**config.mk**
```make
export PLATFORM = sky130hd
export DESIGN_NAME = eth_tx_pfc_arb
export DESIGN_NICKNAME = d
export VERILOG_FILES = /design/src/rtl/eth_tx_pfc_arb.sv
export SDC_FILE = /design/constraint.sdc
export NUM_CORES = 1
export LEC_CHECK = 0
export BUFFER_PORTS_ARGS = -buffer_cell sky130_fd_sc_hd__buf_2
export CORE_AREA = 2 2 158 160
export CTS_CLUSTER_DIAMETER = 80
export DETAILED_ROUTE_END_ITERATION = 8
export DIE_AREA = 0 0 160 162
export PLACE_DENSITY = 0.64
export SETUP_SLACK_MARGIN = 0.1
export SLEW_MARGIN = 5
export SYNTH_ARGS = -nofsm -noshare
export SYNTH_HDL_FRONTEND = slang
export SYNTH_SLANG_ARGS = --single-unit
```
**constraint.sdc**
```tcl
create_clock -name aclk -period 2.4 [get_ports aclk]
set_input_delay 0.48 -clock aclk [delete_from_list [all_inputs] [get_ports aclk]]
set_output_delay 0.48 -clock aclk [all_outputs]
set_load 0.05 [all_outputs]
```
**src/rtl/eth_tx_pfc_arb.sv**
```systemverilog
`default_nettype none
// ============================================================================
// Module   : eth_tx_pfc_arb
// Purpose  : Frame-atomic AXI-Stream arbiter in front of the 10G MAC TX
//            input. Shares tx_axis among PORTS traffic-class sources, honours
//            per-source PFC/LFC pause requests, and acknowledges each pause
//            once that source is quiescent. One-deep registered output stage.
// Ports    : aclk/aresetn        clock, asynchronous active-low reset
//            s_axis_*            PORTS packed source streams (port i = slice i)
//            m_axis_*            single stream towards the MAC
//            pause_req/pause_ack per-source pause handshake
//            cfg_enable          allow new grants
//            stat_busy           high while a frame is being transferred
//            stat_grant          current/last granted port (zero-extended)
//            stat_frame_cnt      forwarded frames, wraps modulo 2^16
// Revision : 1.0 - initial release
// ============================================================================
module eth_tx_pfc_arb #(
  parameter int PORTS      = 4,
  parameter int DATA_WIDTH = 64,
  parameter int KEEP_WIDTH = DATA_WIDTH / 8,
  parameter int USER_W     = 1,
  parameter int ARB_RR     = 1
) (
  input  logic                        aclk,
  input  logic                        aresetn,
  input  logic [PORTS*DATA_WIDTH-1:0] s_axis_tdata,
  input  logic [PORTS*KEEP_WIDTH-1:0] s_axis_tkeep,
  input  logic [PORTS*USER_W-1:0]     s_axis_tuser,
  input  logic [PORTS-1:0]            s_axis_tlast,
  input  logic [PORTS-1:0]            s_axis_tvalid,
  output logic [PORTS-1:0]            s_axis_tready,
  output logic [DATA_WIDTH-1:0]       m_axis_tdata,
  output logic [KEEP_WIDTH-1:0]       m_axis_tkeep,
  output logic [USER_W-1:0]           m_axis_tuser,
  output logic                        m_axis_tlast,
  output logic                        m_axis_tvalid,
  input  logic                        m_axis_tready,
  input  logic [PORTS-1:0]            pause_req,
  output logic [PORTS-1:0]            pause_ack,
  input  logic                        cfg_enable,
  output logic                        stat_busy,
  output logic [2:0]                  stat_grant,
  output logic [15:0]                 stat_frame_cnt
);

  localparam int IDX_W = (PORTS > 1) ? $clog2(PORTS) : 1;

  typedef enum logic [0:0] {
    ST_IDLE = 1'b0,
    ST_XFER = 1'b1
  } state_t;

  state_t                  state_q, state_d;
  logic [IDX_W-1:0]        grant_q, grant_d;
  logic [IDX_W-1:0]        ptr_q, ptr_d;
  logic [PORTS-1:0]        ack_q, ack_d;
  logic [15:0]             cnt_q, cnt_d;

  logic                    ovalid_q;
  logic [DATA_WIDTH-1:0]   odata_q;
  logic [KEEP_WIDTH-1:0]   okeep_q;
  logic [USER_W-1:0]       ouser_q;
  logic                    olast_q;

  logic [PORTS-1:0]        w_elig;
  logic                    w_win_found;
  logic [IDX_W-1:0]        w_win_idx;
  logic                    w_xfer;
  logic                    w_ready_g;
  logic                    w_accept;
  logic                    w_last;

  // Winner search: walk PORTS candidates starting at the RR pointer
  // (or at 0 for strict priority), wrapping, and take the first eligible.
  always_comb begin
    int cand;
    cand        = 0;
    w_elig      = s_axis_tvalid & ~pause_req & ~ack_q;
    w_win_found = 1'b0;
    w_win_idx   = '0;
    for (int k = 0; k < PORTS; k++) begin
      cand = ((ARB_RR != 0) ? int'(ptr_q) : 0) + k;
      if (cand >= PORTS) cand = cand - PORTS;
      if (!w_win_found && w_elig[cand]) begin
        w_win_found = 1'b1;
        w_win_idx   = IDX_W'(cand);
      end
    end
  end

  assign w_xfer    = (state_q == ST_XFER);
  // Output register can take a beat when empty or draining this cycle.
  assign w_ready_g = ~ovalid_q | m_axis_tready;
  assign w_accept  = w_xfer & s_axis_tvalid[grant_q] & w_ready_g;
  assign w_last    = w_accept & s_axis_tlast[grant_q];

  always_comb begin
    s_axis_tready = '0;
    if (w_xfer) s_axis_tready[grant_q] = w_ready_g;
  end

  always_comb begin
    state_d = state_q;
    grant_d = grant_q;
    ptr_d   = ptr_q;
    cnt_d   = cnt_q;
    ack_d   = '0;
    // A port mid-frame only acknowledges once its tlast beat is taken, so
    // the finishing cycle already counts as quiescent.
    for (int i = 0; i < PORTS; i++) begin
      ack_d[i] = pause_req[i] & ~(w_xfer && (grant_q == IDX_W'(i)) && !w_last);
    end
    case (state_q)
      ST_IDLE: begin
        if (cfg_enable && w_win_found) begin
          state_d = ST_XFER;
          grant_d = w_win_idx;
        end
      end
      ST_XFER: begin
        if (w_last) begin
          state_d = ST_IDLE;
          ptr_d   = (int'(grant_q) == PORTS - 1) ? '0 : grant_q + 1'b1;
          cnt_d   = cnt_q + 16'd1;
        end
      end
      default: state_d = ST_IDLE;
    endcase
  end

  always_ff @(posedge aclk or negedge aresetn) begin
    if (!aresetn) begin
      state_q <= ST_IDLE;
      grant_q <= '0;
      ptr_q   <= '0;
      ack_q   <= '0;
      cnt_q   <= '0;
    end else begin
      state_q <= state_d;
      grant_q <= grant_d;
      ptr_q   <= ptr_d;
      ack_q   <= ack_d;
      cnt_q   <= cnt_d;
    end
  end

  // Output stage: data only changes on an accepted beat, so it stays stable
  // while the MAC stalls.
  always_ff @(posedge aclk or negedge aresetn) begin
    if (!aresetn) begin
      ovalid_q <= 1'b0;
      odata_q  <= '0;
      okeep_q  <= '0;
      ouser_q  <= '0;
      olast_q  <= 1'b0;
    end else if (w_accept) begin
      ovalid_q <= 1'b1;
      odata_q  <= s_axis_tdata[grant_q*DATA_WIDTH +: DATA_WIDTH];
      okeep_q  <= s_axis_tkeep[grant_q*KEEP_WIDTH +: KEEP_WIDTH];
      ouser_q  <= s_axis_tuser[grant_q*USER_W +: USER_W];
      olast_q  <= s_axis_tlast[grant_q];
    end else if (m_axis_tready) begin
      ovalid_q <= 1'b0;
    end
  end

  assign m_axis_tvalid  = ovalid_q;
  assign m_axis_tdata   = odata_q;
  assign m_axis_tkeep   = okeep_q;
  assign m_axis_tuser   = ouser_q;
  assign m_axis_tlast   = olast_q;
  assign pause_ack      = ack_q;
  assign stat_busy      = w_xfer;
  assign stat_grant     = 3'(grant_q);
  assign stat_frame_cnt = cnt_q;

endmodule
`default_nettype wire

```
==> metrics.md <==
| Metric | Value |
|---|---|
| Post-Syn Area | `0.00583 mm^2` |
| Share of layout cells above drive strength 1 | `75.7%` |
| Slew @ Worst Pin | `0.629 ns` |
| Synth Instances | `around 370` |
| Wire per inst | `18.9 um` |
| Seq. cell area | `0.00251 mm^2` |
| Syn. warnings | `0` |
| H-tree Lvls | `3` |
| Unrepaired setup endpoints after global routing | `false` |
| Fmax | `451 MHz` |
| Cts hold-fix bufs | `0` |
| Initial antenna violation count | `0` |
| Max Slew Vio Count | `0` |
| ANT nets after route | `0` |
| Final nets | `between 1,000 and 1,500` |
| Clock sink count | `100` |
| # IOs | `411` |
| Logic pwr share | `64.3%` |
| Setup WS pre-CTS | `0.240 ns` |
| Vias | `between 5,000 and 6,000` |
| GR Util All Layers | `15.8%` |
| Startpoint Class | `flop` |
| Relative slew slack | `58.0%` |
| Skew final | `0.00897 ns` |
| Skew-Pair Late Insertion Delay | `0.34 ns` |
| Share of the yosys chip area belonging to registers | `42.9%` |
| Die width | `160 um` |
| Die ar. | `0.0259 mm^2` |
| Power Dens Cells | `1420 mW/mm^2` |
| DRC | `0` |
| Fillers | `2,400` |
| CTS Buf Count | `9` |
| Worst Hold Class | `input pin to async pin` |
| Int Power | `6.32 mW` |
| Area Overhead vs Synth | `48.2%` |
| Area contributors post-synth | `dfrtp_1 (43%), mux4_2 (29%), mux2_2 (14%)` |
| N_diodes | `0` |
| TritonCTS clock tree | `built` |
| Final hold slack | `0.166 ns` |
| Critical path class | `flop to output pin` |
| DP Cell Count | `1,092` |
| R2R Path Start | `grant_q[0]$_DFFE_PN0P_` |
| # setup viols final | `0` |
| Post-Layout Cell Count | `1,110` |
| Avg Inst Size Synth | `15.6 um^2` |
| Syn_nets | `686` |
| PortBufs | `409` |
| Routed WL | `21,000 um` |
| TNS Setup | `0 ns` |
| First DRT Iteration DRCs | `210` |
| Initial core utilization | `24.2%` |
| Vias per std cell | `4.66` |
| Max Root-Sink Buffers | `2` |
| Root Driver | `clkbuf_16` |
| Final Cycle Share | `92.4%` |
| Clock share of power | `a little under an eighth` |
| Yosys top cell by area | `dfrtp_1` |
| P_leak | `roughly 4.2 nW` |
| CP Max Fanout | `13` |
| Crit path required time | `1.92 ns` |
| Flop-to-flop setup slack | `0.27 ns` |
| Core Area | `between 0.02 and 0.025 mm^2` |
| Grt total ovfl | `0` |
| R2R cell count | `4` |
| Max VDD drop | `between 0.5 and 0.6 mV` |
| Setup ws final | `0.182 ns` |
| Final min period | `between 2 and 2.5 ns` |
| Std-Cell Rows | `57` |
| Reg clk slew, reported paths | `about 0.08 ns` |
| RR Endpoint | `m_axis_tkeep[0]$_DFFE_PN0P_` |
| Outcome | `finished clean` |
| Die height | `162 um` |
| Top-area cell type share of the netlist area | `a little over two fifths` |
| Final hold violation count | `0` |
| Switching share of power | `between 40% and 50%` |
| Library cells used by synthesis | `34` |
| Worst setup startpoint | `grant_q[0]$_DFFE_PN0P_` |
| DRT Pass-1 Iters | `6` |
| First-pass GRT wire length | `31,300 um` |
| GP Congestion | `0.820` |
| Vias in the first global route | `between 5,000 and 6,000` |
| #FFs+latches synth | `100` |
| Seq pwr share | `around a quarter` |
| DP HPWL | `16,500 um` |
| Largest net degree at the start of global routing | `slightly above 100` |
| NetSw | `6.00 mW` |
| Maxcap violations | `0` |
| CP endpoint kind | `output pin` |
| Multi-input gate area | `0.00315 mm^2` |
| WP data arrival | `1.74 ns` |
| Overall power | `between 10 and 15 mW` |
state kept, by name (all words and copies together) (netlist names):
name	cells
m_axis_tuser	1
grant_q	2
stat_frame_cnt	16
m_axis_tdata	64
m_axis_tvalid	1
pause_ack	4
m_axis_tkeep	8
m_axis_tlast	1
ptr_q	2
stat_busy	1
synth_stat cells (all sizes together):
| master | instances |
|---|---|
| nor3b | 4 |
| a21o | 1 |
| a21boi | 4 |
| mux2i | 1 |
| nand4 | 3 |
| xnor2 | 3 |
| buf | 22 |
| mux2 | 75 |
| xor2 | 12 |
| nor4 | 2 |
| o31ai | 1 |
| o41ai | 1 |
| conb | 1 |
| mux4 | 75 |
| nand2 | 14 |
| and4 | 1 |
| clkbuf | 6 |
| and3 | 6 |
| o21ai | 3 |
| ha | 5 |
| a21oi | 3 |
| inv | 5 |
| or4 | 1 |
| nand3 | 5 |
| nor3 | 6 |
| nor2 | 4 |
| nor2b | 3 |
| dfrtp | 100 |
| o221ai | 1 |
| and2 | 2 |
| nand2b | 3 |
logic make-up (layout without fill, tap and decap cells):
logic type / after synthesis / in the layout / share of synthesized area (%)
and+or+nand+nor: 54 / 54 / 5.15
xor gates and xnor gates: 15 / 15 / 2.25
muxes: 151 / 151 / 43.6
DFF: 100 / 100 / 42.9
other: 1 / 1 / 0.0643
adders and majority gates: 5 / 5 / 1.07
AOI/OAI and AO/OA: 14 / 14 / 1.59
buffers and inverters: 33 / 446 / 3.39
layout make-up:
cell class	instances	area share [%]
clock buffer	10	2.65
clock inverter	6	0.622
inverter	5	0.217
multi-input combinational	240	36.4
sequential	100	29.0
tap	324	4.69
timing repair buffer	425	26.4
what timing repair did:
item | 4_1_cts | 5_1_grt
pin swaps | 0 | 0
setup buffers | 0 | 0
cloned | 2 | 0
endpoints found under the setup margin | 4 | 1
gates resized for setup | 3 | 2
metrics by stage:
stage	instance area, um^2	util (%)
after global placement	8290	34.4
after global routing	8650	35.9
after floorplan	5840	-
after CTS	8650	35.9
final	8650	35.9
after detailed placement	8290	34.4
layout by cell type (no fill, tap or decap), drive strengths merged, types with 3 or more instances in the layout:
master	n
a21boi	4
a21oi	3
and3	6
buf	423
clkbuf	10
dfrtp	100
ha	5
inv	9
mux2	75
mux4	75
nand2	14
nand2b	3
nand3	5
nand4	3
nor2	4
nor2b	3
nor3	6
nor3b	4
o21ai	3
xnor2	3
xor2	12
power by group through the flow:
stage / clock network, mW / logic [mW] / registers, mW
3_5_place_dp: 0 / 7.83 / 2.99
3_3_place_gp: 0 / 7.72 / 2.98
2_1_floorplan: 0 / 3.39 / 5.46
4_1_cts: 1.50 / 8.03 / 2.99
5_1_grt: 1.56 / 8.37 / 3.09
6_report: 1.43 / 7.92 / 2.98
per-layer routing:
| metal | global-route usage, % | up-vias | routed length [um] |
|---|---|---|---|
| li1 | - | 2281 | - |
| met3 | 3.14 | 30 | 1230 |
| met4 | 4.87 | 0 | 394 |
| met2 | 27.8 | 249 | 10900 |
| met1 | 19.5 | 2618 | 8450 |
| met5 | 0 | - | 0 |
worst max-delay path, cell delays in order (launching register included):
cell     delay (ns)
dfrtp_4        0.56
buf_16         0.20
ha_1           0.26
and3_1         0.18
buf_4          0.19
how the worst max path moves through the flow:
stage | endpoint | slack [ns] | cells after the start
2_1_floorplan | s_axis_tready[0] | 0.13 | 6
3_3_place_gp | m_axis_tkeep[0]$_DFFE_PN0P_ | 0.28 | 5
3_5_place_dp | m_axis_tdata[41]$_DFFE_PN0P_ | 0.24 | 5
4_1_cts | s_axis_tready[2] | 0.10 | 5
5_1_grt | s_axis_tready[0] | 0.10 | 5
6_report | s_axis_tready[3] | 0.18 | 4
(Power assumes the default switching activity.)
